**src/rtl/riscv_pkg.sv**
```systemverilog
// Shared RV32I pipeline types and constants used by the memory-access stage.
// Holds writeback-source encoding, load/store funct3 codes and MEM FSM states.
package riscv_pkg;

    localparam int XLEN = 32;

    typedef enum logic [1:0] {
        WB_ALU = 2'b00,
        WB_MEM = 2'b01,
        WB_PC4 = 2'b10
    } wb_sel_e;

    localparam logic [2:0] F3_B  = 3'b000;
    localparam logic [2:0] F3_H  = 3'b001;
    localparam logic [2:0] F3_W  = 3'b010;
    localparam logic [2:0] F3_BU = 3'b100;
    localparam logic [2:0] F3_HU = 3'b101;

    typedef enum logic {
        IDLE      = 1'b0,
        WAIT_RESP = 1'b1
    } mem_state_e;

endpackage

```
**src/rtl/mem_stage_if.sv**
```systemverilog
// Data-memory port bundle: single-outstanding request/accept plus read-data return.
// The pipeline stage is the master; the memory (or a bench model) is the slave.
interface mem_stage_if;

    logic        req;
    logic        we;
    logic [31:0] addr;
    logic [31:0] wdata;
    logic [3:0]  be;
    logic        ready;
    logic        rvalid;
    logic [31:0] rdata;

    modport master (
        output req, we, addr, wdata, be,
        input  ready, rvalid, rdata
    );

    modport slave (
        input  req, we, addr, wdata, be,
        output ready, rvalid, rdata
    );

endinterface

```
**src/rtl/lsu_align.sv**
```systemverilog
// Byte-lane logic for loads and stores: store lane replication and byte enables,
// load extraction with sign/zero extension, and illegal/misaligned access detection.
module lsu_align
    import riscv_pkg::*;
(
    input  logic            mem_read_i,
    input  logic            mem_write_i,
    input  logic [2:0]      funct3_i,
    input  logic [1:0]      lane_i,
    input  logic [XLEN-1:0] store_data_i,
    input  logic [XLEN-1:0] rdata_i,
    output logic [XLEN-1:0] wdata_o,
    output logic [3:0]      be_o,
    output logic [XLEN-1:0] load_data_o,
    output logic            fault_o
);

    logic [7:0]  loadByte;
    logic [15:0] loadHalf;
    logic        badLoadF3;
    logic        badStoreF3;
    logic        misaligned;

    always_comb begin
        wdata_o = store_data_i;
        be_o    = 4'b1111;
        case (funct3_i[1:0])
            2'b00: begin
                wdata_o = {4{store_data_i[7:0]}};
                be_o    = 4'b0001 << lane_i;
            end
            2'b01: begin
                wdata_o = {2{store_data_i[15:0]}};
                be_o    = 4'b0011 << lane_i;
            end
            default: ;
        endcase
    end

    always_comb begin
        loadByte = rdata_i[7:0];
        case (lane_i)
            2'd1:    loadByte = rdata_i[15:8];
            2'd2:    loadByte = rdata_i[23:16];
            2'd3:    loadByte = rdata_i[31:24];
            default: loadByte = rdata_i[7:0];
        endcase
        loadHalf = lane_i[1] ? rdata_i[31:16] : rdata_i[15:0];

        load_data_o = rdata_i;
        case (funct3_i)
            F3_B:    load_data_o = {{24{loadByte[7]}}, loadByte};
            F3_BU:   load_data_o = {24'd0, loadByte};
            F3_H:    load_data_o = {{16{loadHalf[15]}}, loadHalf};
            F3_HU:   load_data_o = {16'd0, loadHalf};
            default: load_data_o = rdata_i;
        endcase
    end

    // Size comes from funct3[1:0]; an illegal code never reaches the memory, so its
    // alignment rule does not matter.
    always_comb begin
        badLoadF3  = !(funct3_i inside {F3_B, F3_H, F3_W, F3_BU, F3_HU});
        badStoreF3 = !(funct3_i inside {F3_B, F3_H, F3_W});
        misaligned = ((funct3_i[1:0] == 2'b01) && lane_i[0]) ||
                     ((funct3_i[1:0] == 2'b10) && (lane_i != 2'b00));
        fault_o    = (mem_read_i && mem_write_i) ||
                     (mem_read_i && badLoadF3) ||
                     (mem_write_i && badStoreF3) ||
                     ((mem_read_i || mem_write_i) && misaligned);
    end

endmodule

```
**src/rtl/mem_stage.sv**
```systemverilog
// RV32I memory-access stage: drives the data-memory handshake, stalls upstream while
// an access is in flight, and owns the MEM/WB pipeline register.
module mem_stage
    import riscv_pkg::*;
(
    input  logic            clk,
    input  logic            rst_n,

    input  logic            in_valid_i,
    input  logic [XLEN-1:0] in_alu_result_i,
    input  logic [XLEN-1:0] in_store_data_i,
    input  logic [XLEN-1:0] in_pc_plus_4_i,
    input  logic [4:0]      in_rd_i,
    input  logic            in_regwrite_i,
    input  logic [1:0]      in_wb_sel_i,
    input  logic            in_mem_read_i,
    input  logic            in_mem_write_i,
    input  logic [2:0]      in_funct3_i,

    output logic            mem_stall_o,

    mem_stage_if.master     dmem,

    output logic            out_valid_o,
    output logic            out_regwrite_o,
    output logic [XLEN-1:0] out_mem_data_o,
    output logic [XLEN-1:0] out_alu_result_o,
    output logic [XLEN-1:0] out_pc_plus_4_o,
    output logic [4:0]      out_rd_o,
    output logic [1:0]      out_wb_sel_o,
    output logic            out_fault_o
);

    mem_state_e      state_q, state_d;

    logic            alignFault;
    logic            memOp;
    logic            fault;
    logic            reqRaw;
    logic            stall;
    logic            loadDone;
    logic [XLEN-1:0] loadData;

    logic            out_valid_q;
    logic            out_regwrite_q;
    logic [XLEN-1:0] out_mem_data_q;
    logic [XLEN-1:0] out_alu_result_q;
    logic [XLEN-1:0] out_pc_plus_4_q;
    logic [4:0]      out_rd_q;
    wb_sel_e         out_wb_sel_q;
    logic            out_fault_q;

    lsu_align u_align (
        .mem_read_i   (in_mem_read_i),
        .mem_write_i  (in_mem_write_i),
        .funct3_i     (in_funct3_i),
        .lane_i       (in_alu_result_i[1:0]),
        .store_data_i (in_store_data_i),
        .rdata_i      (dmem.rdata),
        .wdata_o      (dmem.wdata),
        .be_o         (dmem.be),
        .load_data_o  (loadData),
        .fault_o      (alignFault)
    );

    assign memOp = in_valid_i && (in_mem_read_i || in_mem_write_i);
    assign fault = memOp && alignFault;

    always_ff @(posedge clk or negedge rst_n) begin
        if (!rst_n) begin
            state_q <= IDLE;
        end else begin
            state_q <= state_d;
        end
    end

    // Only loads enter WAIT_RESP; a store is finished once the memory accepts it.
    always_comb begin
        state_d  = state_q;
        reqRaw   = 1'b0;
        stall    = 1'b0;
        loadDone = 1'b0;
        case (state_q)
            IDLE: begin
                if (memOp && !fault) begin
                    reqRaw = 1'b1;
                    if (dmem.ready) begin
                        if (in_mem_read_i) begin
                            stall   = 1'b1;
                            state_d = WAIT_RESP;
                        end
                    end else begin
                        stall = 1'b1;
                    end
                end
            end
            WAIT_RESP: begin
                if (dmem.rvalid) begin
                    loadDone = 1'b1;
                    state_d  = IDLE;
                end else begin
                    stall = 1'b1;
                end
            end
            default: state_d = IDLE;
        endcase
    end

    assign mem_stall_o = stall;
    assign dmem.req    = reqRaw && rst_n;
    assign dmem.we     = in_mem_write_i;
    assign dmem.addr   = {in_alu_result_i[31:2], 2'b00};

    // A stalled cycle inserts a bubble: qualifiers drop, payload fields hold.
    always_ff @(posedge clk or negedge rst_n) begin
        if (!rst_n) begin
            out_valid_q      <= 1'b0;
            out_regwrite_q   <= 1'b0;
            out_mem_data_q   <= '0;
            out_alu_result_q <= '0;
            out_pc_plus_4_q  <= '0;
            out_rd_q         <= '0;
            out_wb_sel_q     <= WB_ALU;
            out_fault_q      <= 1'b0;
        end else if (stall) begin
            out_valid_q    <= 1'b0;
            out_regwrite_q <= 1'b0;
            out_fault_q    <= 1'b0;
        end else begin
            out_valid_q      <= in_valid_i;
            out_regwrite_q   <= in_valid_i && in_regwrite_i && !fault;
            out_mem_data_q   <= loadDone ? loadData : '0;
            out_alu_result_q <= in_alu_result_i;
            out_pc_plus_4_q  <= in_pc_plus_4_i;
            out_rd_q         <= in_rd_i;
            out_wb_sel_q     <= wb_sel_e'(in_wb_sel_i);
            out_fault_q      <= fault;
        end
    end

    assign out_valid_o      = out_valid_q;
    assign out_regwrite_o   = out_regwrite_q;
    assign out_mem_data_o   = out_mem_data_q;
    assign out_alu_result_o = out_alu_result_q;
    assign out_pc_plus_4_o  = out_pc_plus_4_q;
    assign out_rd_o         = out_rd_q;
    assign out_wb_sel_o     = out_wb_sel_q;
    assign out_fault_o      = out_fault_q;

endmodule

```
**src/flat_wrapper.sv**
```systemverilog
// flat-port wrapper written by rule: the top's interface ports become plain ports
module mem_stage_flat import riscv_pkg::*;
  (clk, rst_n, in_valid_i, in_alu_result_i, in_store_data_i, in_pc_plus_4_i, in_rd_i, in_regwrite_i, in_wb_sel_i, in_mem_read_i, in_mem_write_i, in_funct3_i, mem_stall_o, out_valid_o, out_regwrite_o, out_mem_data_o, out_alu_result_o, out_pc_plus_4_o, out_rd_o, out_wb_sel_o, out_fault_o, dmem_req, dmem_we, dmem_addr, dmem_wdata, dmem_be, dmem_ready, dmem_rvalid, dmem_rdata);
  mem_stage_if dmem_i ();
  input  logic clk;
  input  logic rst_n;
  input  logic in_valid_i;
  input  logic [XLEN-1:0] in_alu_result_i;
  input  logic [XLEN-1:0] in_store_data_i;
  input  logic [XLEN-1:0] in_pc_plus_4_i;
  input  logic [4:0] in_rd_i;
  input  logic in_regwrite_i;
  input  logic [1:0] in_wb_sel_i;
  input  logic in_mem_read_i;
  input  logic in_mem_write_i;
  input  logic [2:0] in_funct3_i;
  output logic mem_stall_o;
  output logic out_valid_o;
  output logic out_regwrite_o;
  output logic [XLEN-1:0] out_mem_data_o;
  output logic [XLEN-1:0] out_alu_result_o;
  output logic [XLEN-1:0] out_pc_plus_4_o;
  output logic [4:0] out_rd_o;
  output logic [1:0] out_wb_sel_o;
  output logic out_fault_o;
  output wire logic [$bits(dmem_i.req)-1:0] dmem_req;
  output wire logic [$bits(dmem_i.we)-1:0] dmem_we;
  output wire logic [$bits(dmem_i.addr)-1:0] dmem_addr;
  output wire logic [$bits(dmem_i.wdata)-1:0] dmem_wdata;
  output wire logic [$bits(dmem_i.be)-1:0] dmem_be;
  input wire logic [$bits(dmem_i.ready)-1:0] dmem_ready;
  input wire logic [$bits(dmem_i.rvalid)-1:0] dmem_rvalid;
  input wire logic [$bits(dmem_i.rdata)-1:0] dmem_rdata;
  assign dmem_req = dmem_i.req;
  assign dmem_we = dmem_i.we;
  assign dmem_addr = dmem_i.addr;
  assign dmem_wdata = dmem_i.wdata;
  assign dmem_be = dmem_i.be;
  assign dmem_i.ready = dmem_ready;
  assign dmem_i.rvalid = dmem_rvalid;
  assign dmem_i.rdata = dmem_rdata;
  mem_stage u_core (.clk(clk), .rst_n(rst_n), .in_valid_i(in_valid_i), .in_alu_result_i(in_alu_result_i), .in_store_data_i(in_store_data_i), .in_pc_plus_4_i(in_pc_plus_4_i), .in_rd_i(in_rd_i), .in_regwrite_i(in_regwrite_i), .in_wb_sel_i(in_wb_sel_i), .in_mem_read_i(in_mem_read_i), .in_mem_write_i(in_mem_write_i), .in_funct3_i(in_funct3_i), .mem_stall_o(mem_stall_o), .dmem(dmem_i), .out_valid_o(out_valid_o), .out_regwrite_o(out_regwrite_o), .out_mem_data_o(out_mem_data_o), .out_alu_result_o(out_alu_result_o), .out_pc_plus_4_o(out_pc_plus_4_o), .out_rd_o(out_rd_o), .out_wb_sel_o(out_wb_sel_o), .out_fault_o(out_fault_o));
endmodule
```
**config.mk**
```make
export PLATFORM = sky130hd
export DESIGN_NAME = mem_stage_flat
export DESIGN_NICKNAME = d
export VERILOG_FILES = /design/src/rtl/riscv_pkg.sv /design/src/rtl/mem_stage_if.sv /design/src/rtl/lsu_align.sv /design/src/rtl/mem_stage.sv /design/src/flat_wrapper.sv
export SDC_FILE = /design/constraint.sdc
export NUM_CORES = 1
export LEC_CHECK = 0
export ABC_AREA = 0
export BUFFER_PORTS_ARGS = -buffer_cell sky130_fd_sc_hd__buf_4
export CAP_MARGIN = 20
export CORE_MARGIN = 4
export CORE_UTILIZATION = 49
export DETAILED_ROUTE_END_ITERATION = 8
export GPL_ROUTABILITY_DRIVEN = 0
export PLACE_DENSITY = 0.91
export SLEW_MARGIN = 5
export SYNTH_ARGS = -nofsm -noshare
export SYNTH_HDL_FRONTEND = slang
export SYNTH_HIERARCHICAL = 1
export SYNTH_SLANG_ARGS = --single-unit
```
**constraint.sdc**
```tcl
create_clock -name clk -period 2.1 [get_ports clk]
set_input_delay 0.105 -clock clk [delete_from_list [all_inputs] [get_ports clk]]
set_output_delay 0.105 -clock clk [all_outputs]
set_load 0.02 [all_outputs]
```
* After elaboration in Yosys (flattened, before gate mapping) *
Index checks and enable logic that the tools add are counted.
W data, S select, Z words.

storage, ports and cells
  register bits after elaboration = 107
  output and inout port bits = 177
  bits of input ports = 146
  word-level logic and storage cells = 67

operators by class
  shifts and indexed selects = 2
  reduce and logical (&&, ||, !) cells = 25
  multiplexer cells = 21
  bitwise gates (word level) = 1
  eq/ne operators = 9

operators with widths
  kind                   count
  $pmux W32 S4           1
  $pmux W32 S2           1
  $mux W32               1
  $pmux W8 S3            1
  $mux W16               1
  $mux W1                13
  $logic_and A1 B1 Y1    12
  $pmux W4 S2            1
  $eq A2 B2 Y1 const B   3
  $eq A3 B3 Y1 const B   2
  $logic_or A1 B1 Y1     5
  $reduce_bool A5 Y1     1
  $eq A2 B1 Y1 const B   2
  $pmux W1 S2            2
  $shl A1 B2 Y4 const A  1
  $shl A2 B2 Y4 const A  1
  $eq A3 B1 Y1 const B   1
  $eq A3 B2 Y1 const B   1
  $logic_not A1 Y1       3
  $logic_not A3 Y1       1
  $reduce_bool A3 Y1     1
  $logic_not A2 Y1       1
  $reduce_bool A2 Y1     1
  $not A1 Y1             1

* Logic depth before layout (Yosys ltp) *
  depth after elaboration = 13
  gate-level depth with buffers = 11
  gate-level depth less buffers = 6

* Cells and area by module *
The synthesis kept the hierarchy.

modules (own cells, without submodules)
  module     seq. area each (um2)  area an instance (um2)  cells each  instances
  mem_stage  2,677.6               5,895.7                 573         1
  lsu_align  0.0                   1,390.1                 202         1

* Least setup slack after synthesis *
Ideal clock, no wire load.

  path type = input port to output port
  start point = input port in_alu_result_i[0]
  end point = output port mem_stall_o
  stages on the path = 9
  setup slack = 0.275 ns
  data arrival time = 1.720 ns
  required time = 1.995 ns
  buffers on the path = 3
  cell sequence = buf_4 > a21oi_1 > o21ai_0 > a221o_1 > nor3b_4 > o21a_1 > buf_4 > buf_2 > nand2b_1

on the way
  word-level cells in the longest chain between the ends = 10
  elaborated cells between the ends (all ways) = 11
  those cells by class = 2 x mux; 9 x reduce/logical

ends and longest elaborated chain
  element                line                source
  start, declared        flat_wrapper.sv:8   input logic [XLEN-1:0] in_alu_result_i;
  $reduce_bool A2 Y1     lsu_align.sv:66     ((funct3_i[1:0] == 2'b10) && (lane_i != 2'b00));
  $logic_and A1 B1 Y1    lsu_align.sv:66
  $logic_or A1 B1 Y1 *   lsu_align.sv:65     misaligned = ((funct3_i[1:0] == 2'b01) && lane_i[0]) ||
  $logic_and A1 B1 Y1 *  lsu_align.sv:70     ((mem_read_i || mem_write_i) && misaligned);
  $logic_or A1 B1 Y1 *   lsu_align.sv:69     (mem_write_i && badStoreF3) ||
  via u_core.alignFault  mem_stage.sv:36     logic alignFault;
  $logic_and A1 B1 Y1 *  mem_stage.sv:67     assign fault = memOp && alignFault;
  $logic_not A1 Y1 *     mem_stage.sv:85     if (memOp && !fault) begin
  $logic_and A1 B1 Y1 *  mem_stage.sv:85
  $mux W1 *              mem_stage.sv:85
  $pmux W1 S2 *          mem_stage.sv:83     case (state_q)
  end, declared          flat_wrapper.sv:17  output logic mem_stall_o;

The timed path passes the listed nets; every way through them passes the cells marked *.

* Final worst setup path *
Ends and elaborated chain as after synthesis.

==> results.md <==
* Status: completed
* Post-Synth Adder-Cell Area at 0%
* HP Class: input pin to register
* Min-Delay Endpoint: u_core/out_pc_plus_4_o[5]$_DFFE_PN0N_
* Synth Area in Simple Gates at 12.4%
* Fraction of layout cells with a size suffix above 1 at 46.4%
* Antenna Nets Post-Route at 0
* Placed inst area at 9530 µm²
* Yosys top cell area share at 36.8%
* GRT Residual Overflow at 0
* RSZ-0062 raised after global routing: no
* Place WS at 0.113 ns
* Number of synthesized flops with an enable pin at 0
* Distinct cells, synth at 47
* Setup CP Type: input pin to output pin
* Post_cts resized at 0
* WL/cell at 20.8 µm
* Starting density of the core at 50.1%
* Max Clk Rate at 0.526 GHz
* Compound-cell area share of the yosys netlist at 29.7%
* DP HPWL at 17.8 mm
* Fillcell total at 1125
* Die width at 130 µm
* Final #Nets at 1157
* Htree depth at 3
* Hold Path Cell Cnt at 3
* Initial drt markers at 792
* Main combinational cell family by area after synthesis: compound AO/OA/AOI/OAI gates
* First-pass GRT wire length at 38.3 mm
* Clock root cell: clkbuf_16
* Yosys top cell by area: dfrtp_1
* Worst Setup End Kind: output pin
* Worst Clk Skew at 0.0100 ns
* Syn. warnings at 6
* Final WS setup at 0.199 ns
* Worst reg2reg path depth at 4
* CTS Buf Count at 9
* Most used DFF post-synth: dfrtp_1
* # Post-CTS Setup Buffers at 0
* Mean Syn Cell Area at 9.40 µm²
* CP Launch Type: input pin
* Routed vias at 7434
* Post-synth ARST share at 100%
* RR Endpoint: u_core/out_pc_plus_4_o[0]$_DFFE_PN0N_
* Antenna diodes at 0
* Reg2reg start: u_core/state_q$_DFF_PN0_
* Fin crit period at 1.90 ns
* Area grow syn2layout at 35.0%
* Core area at 14500 µm²
* Gr usage total at 28.6%
* Post-Synthesis Cells at 775
* CTS tree: yes
* I/O pin cnt at 323
* Least-Margin Pin Slew at 0.820 ns
* Largest net degree at the start of global routing at 75
* Avg Vias per Cell at 6.20
* Critical Path AT at 1.80 ns
* Mux cell area share after synthesis at 10.2%
* Std-Cell Rows at 44
* Power per cell area at 601 nW/µm²
* Die footprint at 16900 µm²
* Clock Path Buffers at 2
* Clk slew on worst S/H paths at 0.08 ns
* PortBufs at 320
* CP Data Required Time at 2.00 ns
* Vert. Die Dim at 130 µm
* Post-Synth XOR/XNOR Area at 0%
* P_leak at 4.68 nW
* Worst Path Max Fanout at 18
* Detailed Route WL at 25.0 mm
* Slew Viols, Final at 0
* Sequential cell area fraction in the yosys report at 36.8%
* Final setup viols at 0
* Post-synth top cells: nand2_1 (195), dfrtp_1 (107), o2111ai_1 (71), clkbuf_1 (50), buf_4 (43)
* Synth top area cells: dfrtp_1 (37%), nand2_1 (10%), o2111ai_1 (8.5%)
* CP Launch Point: in_alu_result_i[0]
* Max-capacitance violation count at 0
* Vias in the first global route at 7105
* Synth Register Bits at 107
* Reg-to-reg slack, setup at 0.51 ns
* Final hold vios at 0
* CTS Hold Bufs at 2
* Initial antenna violation count at 0
* Most frequent cell after synthesis: nand2_1
* Worst-Skew Late Latency at 0.35 ns
* Pre-Repair DR Iteration Count at 6
* Final worst path period share at 90.5%
* VDD IR max at 0.000453 V
* Drt drc at 0
* Final instance area at 9830 µm²
* Util after Layout at 67.7%
* Synth Cell Area at 7290 µm²
* Slew headroom at 45.3%
* TNS Setup at 0 ns
* Min-delay src: in_pc_plus_4_i[5]
* CTS sink cnt at 107
==> worst max-delay path by stage <==
stage                                              end  slack, ns  cells after the start
floorplan                                  mem_stall_o       0.28                      9
detailed placement      u_core/out_rd_o[2]$_DFFE_PN0N_       0.11                      8
global placement    u_core/out_wb_sel_o[0]$_DFFE_PN0N_       0.15                      8
global route                               mem_stall_o       0.03                      9
finish                                     mem_stall_o       0.20                      9
CTS                                        mem_stall_o       0.19                      9
==> routing by layer <==
layer  vias up  global-route usage, %  part of all wire, %
met2       451                   45.8                   48
met5         -                      0                    0
met1      3579                   38.5                   39
met4         0                   12.3                  3.8
li1       3322                      -                    -
met3        82                   4.71                  8.7
==> cell families after synthesis <==
family / after synthesis
compound gates: 243
buf+inv: 138
flops: 107
mux: 60
other cells: 1
simple gates: 226
==> flip-flops by register name (all words and copies together), names as in the netlist, 2 cells and up <==
name and cells:
u_core/out_mem_data_o 32, u_core/out_rd_o 5, u_core/out_pc_plus_4_o 32, u_core/out_alu_result_o 32, u_core/out_wb_sel_o 2
==> through the flow <==
step	hold WS [ns]	total power, mW	cells
finish	0.0215	5.91	1200
global route	0.0173	6.18	1200
CTS	0.00902	5.95	1200
detailed placement	0.0262	4.27	1182
global placement	0.0203	4.22	1182
floorplan	-0.191	3.42	776
==> cell type report <==
cell class | count | area [µm²] | share of cell area [%]
Clock inverter | 4 | 31.3 | 0.318
Tap cell | 184 | 230 | 2.34
Sequential cell | 107 | 2680 | 27.2
Clock buffer | 12 | 256 | 2.61
Inverter | 12 | 45.0 | 0.458
Timing Repair Buffer | 350 | 2750 | 27.9
Multi-Input combinational cell | 531 | 3850 | 39.1
==> placed cells by master, fill, tap and decap left out, drive strengths merged, types with 12 or more instances in the layout <==
master	count
a22o	32
buf	348
clkbuf	12
dfrtp	107
inv	13
mux2	43
nand2	195
nor2	14
o2111ai	71
o211ai	71
o21ai	23
==> report_power, final <==
group / switching (mW) / internal (mW)
combinational: 1.05 / 0.831
sequential: 0.137 / 2.22
clock: 0.792 / 0.881
total: 1.98 / 3.93
==> critical path: stages <==
cell      delay [ns]
buf_4           0.14
a21oi_1         0.18
o21ai_0         0.10
a221o_1         0.38
nor3b_4         0.24
o21a_4          0.21
buf_12          0.17
nand2b_1        0.11
buf_4           0.14
Note: power is estimated with default switching activity, not from simulation.
